## src/rtl/fin_juego_fsm_pkg.sv

```systemverilog
// Shared constants for the game-over controller: state encodings, counter
// width and the default game constants the HUD and start FSM agree on.
package fin_juego_fsm_pkg;

  localparam int unsigned CNT_W = 8;

  localparam logic [2:0] S_IDLE     = 3'd0;
  localparam logic [2:0] S_PLAY     = 3'd1;
  localparam logic [2:0] S_INVULN   = 3'd2;
  localparam logic [2:0] S_LOST     = 3'd3;
  localparam logic [2:0] S_WAIT_REL = 3'd4;

  localparam int unsigned LIVES_DEF         = 3;
  localparam int unsigned INVULN_FRAMES_DEF = 60;
  localparam int unsigned HOLD_FRAMES_DEF   = 120;

  // Lives never go below one through a decrement; the fatal hit is a
  // separate path that forces zero.
  function automatic logic [2:0] vidas_dec(input logic [2:0] v);
    return (v > 3'd1) ? (v - 3'd1) : v;
  endfunction

endpackage

```

## src/rtl/fin_juego_fsm_frame_contador.sv

```systemverilog
// Frame-tick counter shared by the immunity and game-lost phases.
// Synchronous clear wins over enable; the count saturates at all-ones so a
// misconfigured terminal value can never cause a wrap-around.
module frame_contador
  import fin_juego_fsm_pkg::*;
(
  input  logic             clk,
  input  logic             rst,
  input  logic             clr,
  input  logic             en,
  input  logic [CNT_W-1:0] term,
  output logic             at_term
);

  localparam logic [CNT_W-1:0] CNT_ZERO = {CNT_W{1'b0}};
  localparam logic [CNT_W-1:0] CNT_ONE  = {{(CNT_W-1){1'b0}}, 1'b1};
  localparam logic [CNT_W-1:0] CNT_MAX  = {CNT_W{1'b1}};

  logic [CNT_W-1:0] count_r;

  // Tick counter: clear, saturating increment, or hold.
  always_ff @(negedge clk or posedge rst) begin
    if (rst) begin
      count_r <= CNT_ZERO;
    end else if (clr) begin
      count_r <= CNT_ZERO;
    end else if (en && (count_r != CNT_MAX)) begin
      count_r <= count_r + CNT_ONE;
    end else begin
      count_r <= count_r;
    end
  end

  assign at_term = (count_r == term);

endmodule

```

## src/rtl/fin_juego_fsm.sv

```systemverilog
// Game-over controller: tracks lives, post-hit immunity and invaders
// reaching the bottom, and drives the Perdio handshake back to the start FSM.
// All state lives on the falling edge of CLK; outputs come from registers.
module fin_juego_fsm
  import fin_juego_fsm_pkg::*;
#(
  parameter int unsigned LIVES         = LIVES_DEF,
  parameter int unsigned INVULN_FRAMES = INVULN_FRAMES_DEF,
  parameter int unsigned HOLD_FRAMES   = HOLD_FRAMES_DEF
) (
  input  logic       CLK,
  input  logic       RST,
  input  logic       Senal_sing,
  input  logic       Tick,
  input  logic       Hit,
  input  logic       Abajo,
  output logic       Perdio,
  output logic [2:0] Vidas,
  output logic       Invulnerable
);

  localparam logic [2:0]       LIVES_C   = 3'(LIVES);
  localparam logic [CNT_W-1:0] INV_TERM  = CNT_W'(INVULN_FRAMES - 1);
  localparam logic [CNT_W-1:0] HOLD_TERM = CNT_W'(HOLD_FRAMES - 1);

  logic [2:0]       state_r;
  logic [2:0]       state_n_s;
  logic [2:0]       vidas_r;
  logic [2:0]       vidas_n_s;
  logic             perdio_r;
  logic             inv_r;
  logic             cnt_clr_s;
  logic             cnt_timed_s;
  logic             at_term_s;
  logic [CNT_W-1:0] term_s;

  // The counter only runs while parked in INVULN or LOST; any state change
  // restarts it from zero so each phase counts from its own entry.
  assign cnt_timed_s = (state_r == S_INVULN) || (state_r == S_LOST);
  assign cnt_clr_s   = (state_n_s != state_r) || !cnt_timed_s;
  assign term_s      = (state_r == S_LOST) ? HOLD_TERM : INV_TERM;

  frame_contador u_frame_contador (
    .clk     (CLK),
    .rst     (RST),
    .clr     (cnt_clr_s),
    .en      (Tick),
    .term    (term_s),
    .at_term (at_term_s)
  );

  // Next-state and next-lives decode; any return to IDLE reloads the lives.
  always_comb begin
    state_n_s = state_r;
    vidas_n_s = vidas_r;
    case (state_r)
      S_IDLE: begin
        vidas_n_s = LIVES_C;
        if (Senal_sing) begin
          state_n_s = S_PLAY;
        end else begin
          state_n_s = S_IDLE;
        end
      end
      S_PLAY: begin
        if (!Senal_sing) begin
          state_n_s = S_IDLE;
          vidas_n_s = LIVES_C;
        end else if (Abajo) begin
          state_n_s = S_LOST;
          vidas_n_s = 3'd0;
        end else if (Hit) begin
          if (vidas_r > 3'd1) begin
            state_n_s = S_INVULN;
            vidas_n_s = vidas_dec(vidas_r);
          end else begin
            state_n_s = S_LOST;
            vidas_n_s = 3'd0;
          end
        end else begin
          state_n_s = S_PLAY;
        end
      end
      S_INVULN: begin
        if (!Senal_sing) begin
          state_n_s = S_IDLE;
          vidas_n_s = LIVES_C;
        end else if (Abajo) begin
          state_n_s = S_LOST;
          vidas_n_s = 3'd0;
        end else if (Tick && at_term_s) begin
          state_n_s = S_PLAY;
        end else begin
          state_n_s = S_INVULN;
        end
      end
      S_LOST: begin
        vidas_n_s = 3'd0;
        if (Tick && at_term_s) begin
          state_n_s = S_WAIT_REL;
        end else begin
          state_n_s = S_LOST;
        end
      end
      S_WAIT_REL: begin
        if (!Senal_sing) begin
          state_n_s = S_IDLE;
          vidas_n_s = LIVES_C;
        end else begin
          state_n_s = S_WAIT_REL;
        end
      end
      default: begin
        state_n_s = S_IDLE;
        vidas_n_s = LIVES_C;
      end
    endcase
  end

  // State and output registers; outputs are decoded from the next state so
  // they line up with the state they describe.
  always_ff @(negedge CLK or posedge RST) begin
    if (RST) begin
      state_r  <= S_IDLE;
      vidas_r  <= LIVES_C;
      perdio_r <= 1'b0;
      inv_r    <= 1'b0;
    end else begin
      state_r  <= state_n_s;
      vidas_r  <= vidas_n_s;
      perdio_r <= (state_n_s == S_LOST);
      inv_r    <= (state_n_s == S_INVULN);
    end
  end

  assign Perdio       = perdio_r;
  assign Vidas        = vidas_r;
  assign Invulnerable = inv_r;

endmodule

```

## config.mk

```make
export PLATFORM = sky130hd
export DESIGN_NAME = fin_juego_fsm
export DESIGN_NICKNAME = d
export VERILOG_FILES = /design/src/rtl/fin_juego_fsm_pkg.sv /design/src/rtl/fin_juego_fsm_frame_contador.sv /design/src/rtl/fin_juego_fsm.sv
export SDC_FILE = /design/constraint.sdc
export NUM_CORES = 1
export LEC_CHECK = 0
export BUFFER_PORTS_ARGS = -buffer_cell sky130_fd_sc_hd__buf_4
export CAP_MARGIN = 20
export CORE_MARGIN = 2
export CORE_UTILIZATION = 61
export DETAILED_ROUTE_END_ITERATION = 12
export PLACE_DENSITY = 0.79
export RECOVER_POWER = 100
export SLEW_MARGIN = 20
export SYNTH_ARGS = -nofsm -noshare
export SYNTH_HDL_FRONTEND = slang
export SYNTH_SLANG_ARGS = --single-unit
```

## constraint.sdc

```tcl
create_clock -name CLK -period 3.7 [get_ports CLK]
set_input_delay 0.37 -clock CLK [delete_from_list [all_inputs] [get_ports CLK]]
set_output_delay 0.37 -clock CLK [all_outputs]
set_load 0.05 [all_outputs]
```

* Word-level counts from Yosys, hierarchy flattened
Cells that the tools add are included.
Word-level totals: register bits after elaboration 16, input bits 6, output and inout bits 5
Operators by class: add/sub/neg operators 2, magnitude comparators 1, equal/unequal tests 12, mux-type cells 22, reduce and logical (&&, ||, !) cells 8
Operators by type and width (count):
- two-way mux 3 bit | 12
- two-way mux 8 bit | 2
- one-hot mux 3 bit (5 select lines) | 1
- == test 3 x 2 -> 1 bit, second input constant | 4
- one-hot mux 3 bit (4 select lines) | 1
- adder 8 x 1 -> 8 bit, second input constant | 1
- == test 8 x 7 -> 1 bit | 1
- inequality test 8 bit, second input constant | 1
- two-way mux 7 bit | 1
- two-way mux 2 bit | 3
- inequality test 4 bit, second input constant | 1
- == test 3 x 1 -> 1 bit, second input constant | 1
- == test 3 bit, second input constant | 1
- > comparator 3 x 1 -> 1 bit, second input constant | 1
- logical NOT 3 bit | 1
- inequality test 3 bit | 1
- inequality test 3 bit, second input constant | 1
- AND reduction 3 bit | 1
- subtractor 3 x 1 -> 3 bit, second input constant | 1
- logical AND 1 bit | 2
- logical OR 1 bit | 2
- two-way mux 1 bit | 2
- inequality test 2 bit, second input constant | 1
- nonzero test 2 bit | 1
- logical NOT 1 bit | 1

* Depth between registers and ports, before layout
Gate-level depths: netlist of run 1.
depth after elaboration 11, depth in mapped cells 6

* Modules after synthesis
A second synthesis of run 1 with hierarchy kept.
Second synthesis, totals: cells, all modules 119, area, all modules 1094.8 µm²
Modules (own cells, without submodules):
- fin_juego_fsm | times used 1, cells each 64, area each 569.3 µm²
- frame_contador | times used 1, cells each 55, area each 525.5 µm²

==> results of run 1 <==
-- final timing paths --
check                      cells past startpoint                           to                   startpoint  slack, ns
hold reg to reg                                2                     Vidas[0]                     Vidas[0]       0.51
setup / recovery                               1                     Vidas[2]                     Vidas[2]       0.23
hold / removal                                 2                     Vidas[0]                     Vidas[0]       0.51
setup reg to reg                               6  u_frame_contador.count_r[3]  u_frame_contador.count_r[0]       1.56
min in group asynchronous                      2                     Vidas[2]                          RST       1.88
max in group asynchronous                      2                     Vidas[1]                          RST       1.36
-- through the flow --
step           hold slack (ns)  util, %  area (sq um)  cells  power (mW)
2_1_floorplan            0.470        -          1060    124       0.464
3_3_place_gp             0.503     67.0          1130    146       0.526
3_5_place_dp             0.513     67.0          1130    146       0.534
4_1_cts                  0.518     68.9          1160    151       0.634
5_1_grt                  0.546     66.6          1120    151       0.663
6_report                 0.513     66.6          1120    151       0.612
-- power breakdown --
| part | internal, mW | switching (mW) | leakage [nW] | total [mW] |
|---|---|---|---|---|
| registers | 0.215 | 0.0411 | 0.212 | 0.256 |
| clock network | 0.0424 | 0.0616 | 0.0245 | 0.104 |
| logic | 0.0776 | 0.174 | 0.268 | 0.252 |
| total | 0.335 | 0.277 | 0.505 | 0.612 |
-- metal layers --
layer,vias up,wire [um],GRT usage [%]
met4,0,34,9.14
met1,441,997,34.8
li1,467,-,-
met3,4,129,4.76
met2,29,1000,39.7
met5,-,0,0
-- cells in the final DEF (no fill, tap or decap), types with 2 or more instances in the layout --
cell      count
nor2_1       15
dfrtn_1      14
nand2_1      10
a21oi_1       9
inv_1         8
nand3_1       7
o21ai_0       7
clkbuf_1      5
and4_1        4
nand4_1       4
nor3_1        4
clkbuf_4      4
mux2i_1       3
nand2b_1      3
nor2b_1       3
buf_4         3
dfstp_2       2
a211oi_1      2
nor3b_1       2
a31oi_1       2
ha_1          2
clkbuf_2      2
-- cell type report --
class | instances | share of cell area (%)
Tap cell | 17 | 1.89
Inverter | 6 | 2.00
Sequential cell | 16 | 35.8
Multi-Input combinational cell | 95 | 51.9
Timing Repair Buffer | 11 | 5.23
Clock buffer | 3 | 2.00
Clock inverter | 3 | 1.11
-- cell families (layout without fill, tap and decap cells) --
logic type | Yosys count | in the layout | share of synthesized area [%]
xor+xnor | 1 | 1 | 0.824
flops | 16 | 16 | 37.9
simple gates | 61 | 61 | 32.5
fa+ha+maj | 2 | 2 | 2.35
mux | 3 | 3 | 2.82
buf+inv | 13 | 23 | 5.76
compound gates | 28 | 28 | 17.9
-- tightest hold or removal path: cells and delay by family (launching register included) --
kind | cells | cell delay [ns]
DFF | 1 | 0.37
and+or+nand+nor | 1 | 0.09
AOI/OAI and AO/OA | 1 | 0.05
-- registers in the layout, summed over array words and instances (netlist names) --
signal,flops
state_r,3
Vidas,3
Perdio,1
Invulnerable,1
u_frame_contador.count_r,8
==> impl_metrics.tcl, run 1 <==
set metrics [dict create \
    clk_pin_slew_ns 0.07 \
    post-cts-setup-buffers 0 \
    ctsResizeCount 0 \
    ir_worst_vdd_mv 0.390 \
    setup_viol 0 \
    io_pins 11 \
    hp-class "reg -> reg" \
    drt-initial-drc-count 36 \
    yosys_warnings 0 \
    postCtsHoldBufs 0 \
    initial_core_util_pct 63.0 \
    fillers 158 \
    h-tree-depth 1 \
    num_vias 941 \
    clockRootBuffer "clkbuf_4" \
    dieArea_sq_mm 0.00209 \
    wl_mm 2.17 \
    synth_flop_cell "dfrtn_1" \
    cp_cell_sequence "clkbuf_1" \
    layout-drive-gt1-share_pct 12.7 \
    max_slew_margin_pct 59.4 \
    synth_commonest_cells "nor2_1, dfrtn_1, nand2_1, a21oi_1" \
    clockBufferDepth 2 \
    multi_input_area_sq_um 584 \
    die_x_um 45.8 \
    ant_nets 0 \
    grt_max_degree 17 \
    setup_ws_ns 0.234 \
    hold_viol 0 \
    maxSlewViolCount 0 \
    postSynthCellCount 124 \
    power.density_mw_per_mm2 544 \
    max_cap_viol_count 0 \
    cp-end-kind "output pin" \
    wire_per_inst_um 14.3 \
    total_leakage_power_nw 0.505 \
    worst_path_max_delay_cell "clkbuf_1" \
    synth_area_sq_mm 0.00106 \
    synth_area_leaders "dfrtn_1, nor2_1, dfstp_2" \
    tightest_slew_ns 0.608 \
    port_buffers 10 \
    coreArea_sq_mm 0.00169 \
    layout.nets 143 \
    drtPass1Iterations 4 \
    rsz0062_at_grt "false" \
    setup_tns_ns 0 \
    synth_top_cell_by_area "dfrtn_1" \
    synth_enable_flop_cells 0 \
    synth_cell_types 41 \
    slowest_delay_ns 0.48 \
    gp_congestion 0.917 \
    syn_nets 132 \
    place_ws_ns 0.0525 \
    synth_top_area_share_pct 32.9 \
    cts.sinks 16 \
    rows 15 \
    yosysMostFrequentCell "nor2_1" \
    async_flop_share_pct 100 \
    antenna_found_initial 0 \
    post_drt_via_cell_ratio 6.23 \
    cp_num_buf_inv 1 \
    crit_arrival_ns 3.10 \
    grt_pass1_vias 846 \
    area_growth_pct 5.76 \
    seqCellArea_sq_um 403 \
    diodes 0 \
    critPathLaunchType "register" \
    yosysSeqAreaShare_pct 37.9 \
    crit_fanout 5 \
    grt_pass1_wl_mm 3.79 \
    clk_latency_ns 0.34 \
    finalClockSkew_ns 0.0582 \
    dpl.hpwl_mm 1.62 \
    overflow 0 \
    path_class "reg -> out" \
    tritoncts "yes" \
    die_height_um 45.8 \
    ys_ff_latch 16 \
    grt_use_total_pct 25.3 \
    synth_area_per_cell_sq_um 8.58 \
    drcViolationCount 0 \
    cts_buffers 3 \
    status "finished clean" \
    crit_family "buffers and inverters" \
    required_ns 3.33 \
]
(Power assumes the default switching activity.)
==> run 2, diff against run 1 <==
--- a/config.mk
+++ b/config.mk
@@ -5,12 +5,13 @@
 export SDC_FILE = /design/constraint.sdc
 export NUM_CORES = 1
 export LEC_CHECK = 0
-export BUFFER_PORTS_ARGS = -buffer_cell sky130_fd_sc_hd__buf_4
+export ABC_AREA = 1
 export CAP_MARGIN = 20
 export CORE_MARGIN = 2
-export CORE_UTILIZATION = 61
+export CORE_UTILIZATION = 65
 export DETAILED_ROUTE_END_ITERATION = 12
-export PLACE_DENSITY = 0.79
+export DONT_BUFFER_PORTS = 1
+export PLACE_DENSITY = 0.78
 export RECOVER_POWER = 100
 export SLEW_MARGIN = 20
 export SYNTH_ARGS = -nofsm -noshare
==> run 2 against run 1 <==
- non-clock buffer count shrank 11
- global-route usage shrank 1.9 points
- utilization grew 7.6 points
- clock skew grew 0.0084 ns
- total power grew 2.9%
- flip-flop and latch count is the same
- die area shrank 13%
- clock power grew 20%
- final area shrank 11%
- critical path depth shrank 1
- largest cell class unchanged
- worst hold slack gained 0.027 ns
- sequential power grew 28%
==> impl_metrics.tcl, run 2 <==
set metrics [dict create \
    post_drt_via_cell_ratio 5.63 \
    dpl.hpwl_mm 1.38 \
    gp_congestion 0.924 \
    synth_cell_types 24 \
    rows 13 \
    port_buffers 0 \
    synth_area_per_cell_sq_um 7.81 \
    fin_util_pct 74.2 \
    initial_core_util_pct 72.3 \
    ir_worst_vdd_mv 0.380 \
    area_growth_pct 2.69 \
    hp-class "reg -> reg" \
    wire_per_inst_um 12.4 \
    die_x_um 42.8 \
    synth_enable_flop_cells 0 \
    grt_use_total_pct 23.4 \
    async_flop_share_pct 100 \
    max_cap_viol_count 0 \
    hold_path_depth 3 \
    syn_nets 133 \
    crit_fanout 3 \
    tightest_slew_ns 0.595 \
    overflow 0 \
    worstRegToRegCells 11 \
    cts.sinks 16 \
    layout.nets 138 \
    worstReg2RegStart "Vidas[1]" \
    ant_nets 0 \
    path_class "reg -> out" \
    fillers 126 \
    critPathLaunchType "register" \
    layout-drive-gt1-share_pct 14.7 \
    synth_commonest_cells "nand2_1, inv_1, dfrtn_1, nand3_1, nor2_1" \
    layout_commonest_cell "nand2_1" \
    drtPass1Iterations 4 \
    finalClockSkew_ns 0.0666 \
    hold_viol 0 \
    hold_ws_ns 0.540 \
    postCtsHoldBufs 0 \
    setup_viol 0 \
    ctsResizeCount 0 \
    diodes 0 \
    max_slew_margin_pct 60.3 \
    grt_pass1_vias 759 \
    yosysSeqAreaShare_pct 41.3 \
    drt-initial-drc-count 14 \
    rrSetupSlack_ns 1.43 \
    h-tree-depth 1 \
    hp-start "u_frame_contador.count_r[7]" \
    cts_buffers 3 \
    ys_ff_latch 16 \
    coreArea_sq_mm 0.00135 \
    clockRootBuffer "clkbuf_4" \
    postSynthCellCount 125 \
    crit_arrival_ns 3.05 \
    synth_top_cell_by_area "dfrtn_1" \
    required_ns 3.33 \
    cp-end-kind "output pin" \
    tritoncts "yes" \
    yosysMostFrequentCell "nand2_1" \
    hold_end "u_frame_contador.count_r[7]" \
    most-common-layout-cells "nand2_1, inv_1, dfrtn_1, nand3_1, nor2_1" \
    clk_pin_slew_ns 0.07 \
    total_leakage_power_nw 0.486 \
    yosys_warnings 0 \
    num_vias 811 \
    synth_flop_cell "dfrtn_1" \
    rsz0062_at_grt "false" \
    io_pins 11 \
    largest_register "u_frame_contador.count_r" \
    status "finished clean" \
    grt_pass1_wl_mm 3.20 \
    synth_area_sq_um 976 \
    synth_area_leaders "dfrtn_1, nand2_1, inv_1" \
    wl_mm 1.78 \
    die_height_um 42.8 \
    post-cts-setup-buffers 0 \
    dieArea_sq_mm 0.00183 \
    synth_top_area_share_pct 35.9 \
    grt_max_degree 17 \
    clockBufferDepth 2 \
    p_total_mw 0.630 \
    clk_latency_ns 0.35 \
    setup_tns_ns 0 \
    r2r_end "u_frame_contador.count_r[2]" \
    setup_ws_ns 0.279 \
    antenna_found_initial 0 \
    power.density_mw_per_mm2 629 \
    maxSlewViolCount 0 \
    place_ws_ns 0.372 \
    drcViolationCount 0 \
    largest_reg_flops 8 \
]
## run 2: changes by cell type after synthesis, sizes merged, moves of 4 or more
cell / before / now
and4: 4 / 0
nand3: 7 / 12
inv: 7 / 19
nand2: 10 / 27
nor2: 15 / 19
## run 2: area by class of cell
class                      count  area (sq um)  share of cell area, %
tap                           15          18.8                   1.87
multi-input combinational     89           469                   46.8
sequential                    16           403                   40.2
inverter                      18          67.6                   6.74
clock buffer                   4          36.3                   3.62
clock inverter                 2          7.51                  0.749
## run 2: cells by family (layout without fill, tap and decap cells)
kind of cell,Yosys count,count (layout),synth area share [%]
buffers and inverters,20,24,8.46
AOI/OAI and AO/OA,17,17,9.49
xor gates and xnor gates,6,6,5.38
adders and majority gates,2,2,2.56
and+or+nand+nor,63,63,31.7
muxes,1,1,1.15
DFF,16,16,41.3
## run 2: worst max path at each step
stage	end	cells after the start	slack, ns	start
floorplan	u_frame_contador.count_r[6]	9	0.51	Tick
global placement	u_frame_contador.count_r[4]	9	0.40	Tick
detailed placement	u_frame_contador.count_r[6]	9	0.37	Tick
CTS	Vidas[1]	0	0.42	Vidas[1]
global route	u_frame_contador.count_r[2]	9	0.22	Tick
finish	Vidas[1]	0	0.28	Vidas[1]
## run 2: metal layers
layer  track usage [%]  up-vias  share of wire, %
met5                 0        -                 0
met4              11.3        0               2.2
met3              3.83        4               4.3
met2              38.2       21                48
met1              30.0      374                46
li1                  -      412                 -
## run 2: stage by stage
stage	cell area (sq um)	cells
2_1_floorplan	976	125
3_3_place_gp	983	139
3_5_place_dp	983	139
4_1_cts	1020	144
5_1_grt	1000	144
6_report	1000	144
## run 2: where the power goes
| group | switching [mW] | internal [mW] | total (mW) | leakage (nW) |
|---|---|---|---|---|
| Clock | 0.0620 | 0.0627 | 0.125 | 0.0316 |
| Combinational | 0.117 | 0.0603 | 0.177 | 0.243 |
| Sequential | 0.113 | 0.215 | 0.328 | 0.211 |
| Total | 0.292 | 0.338 | 0.630 | 0.486 |
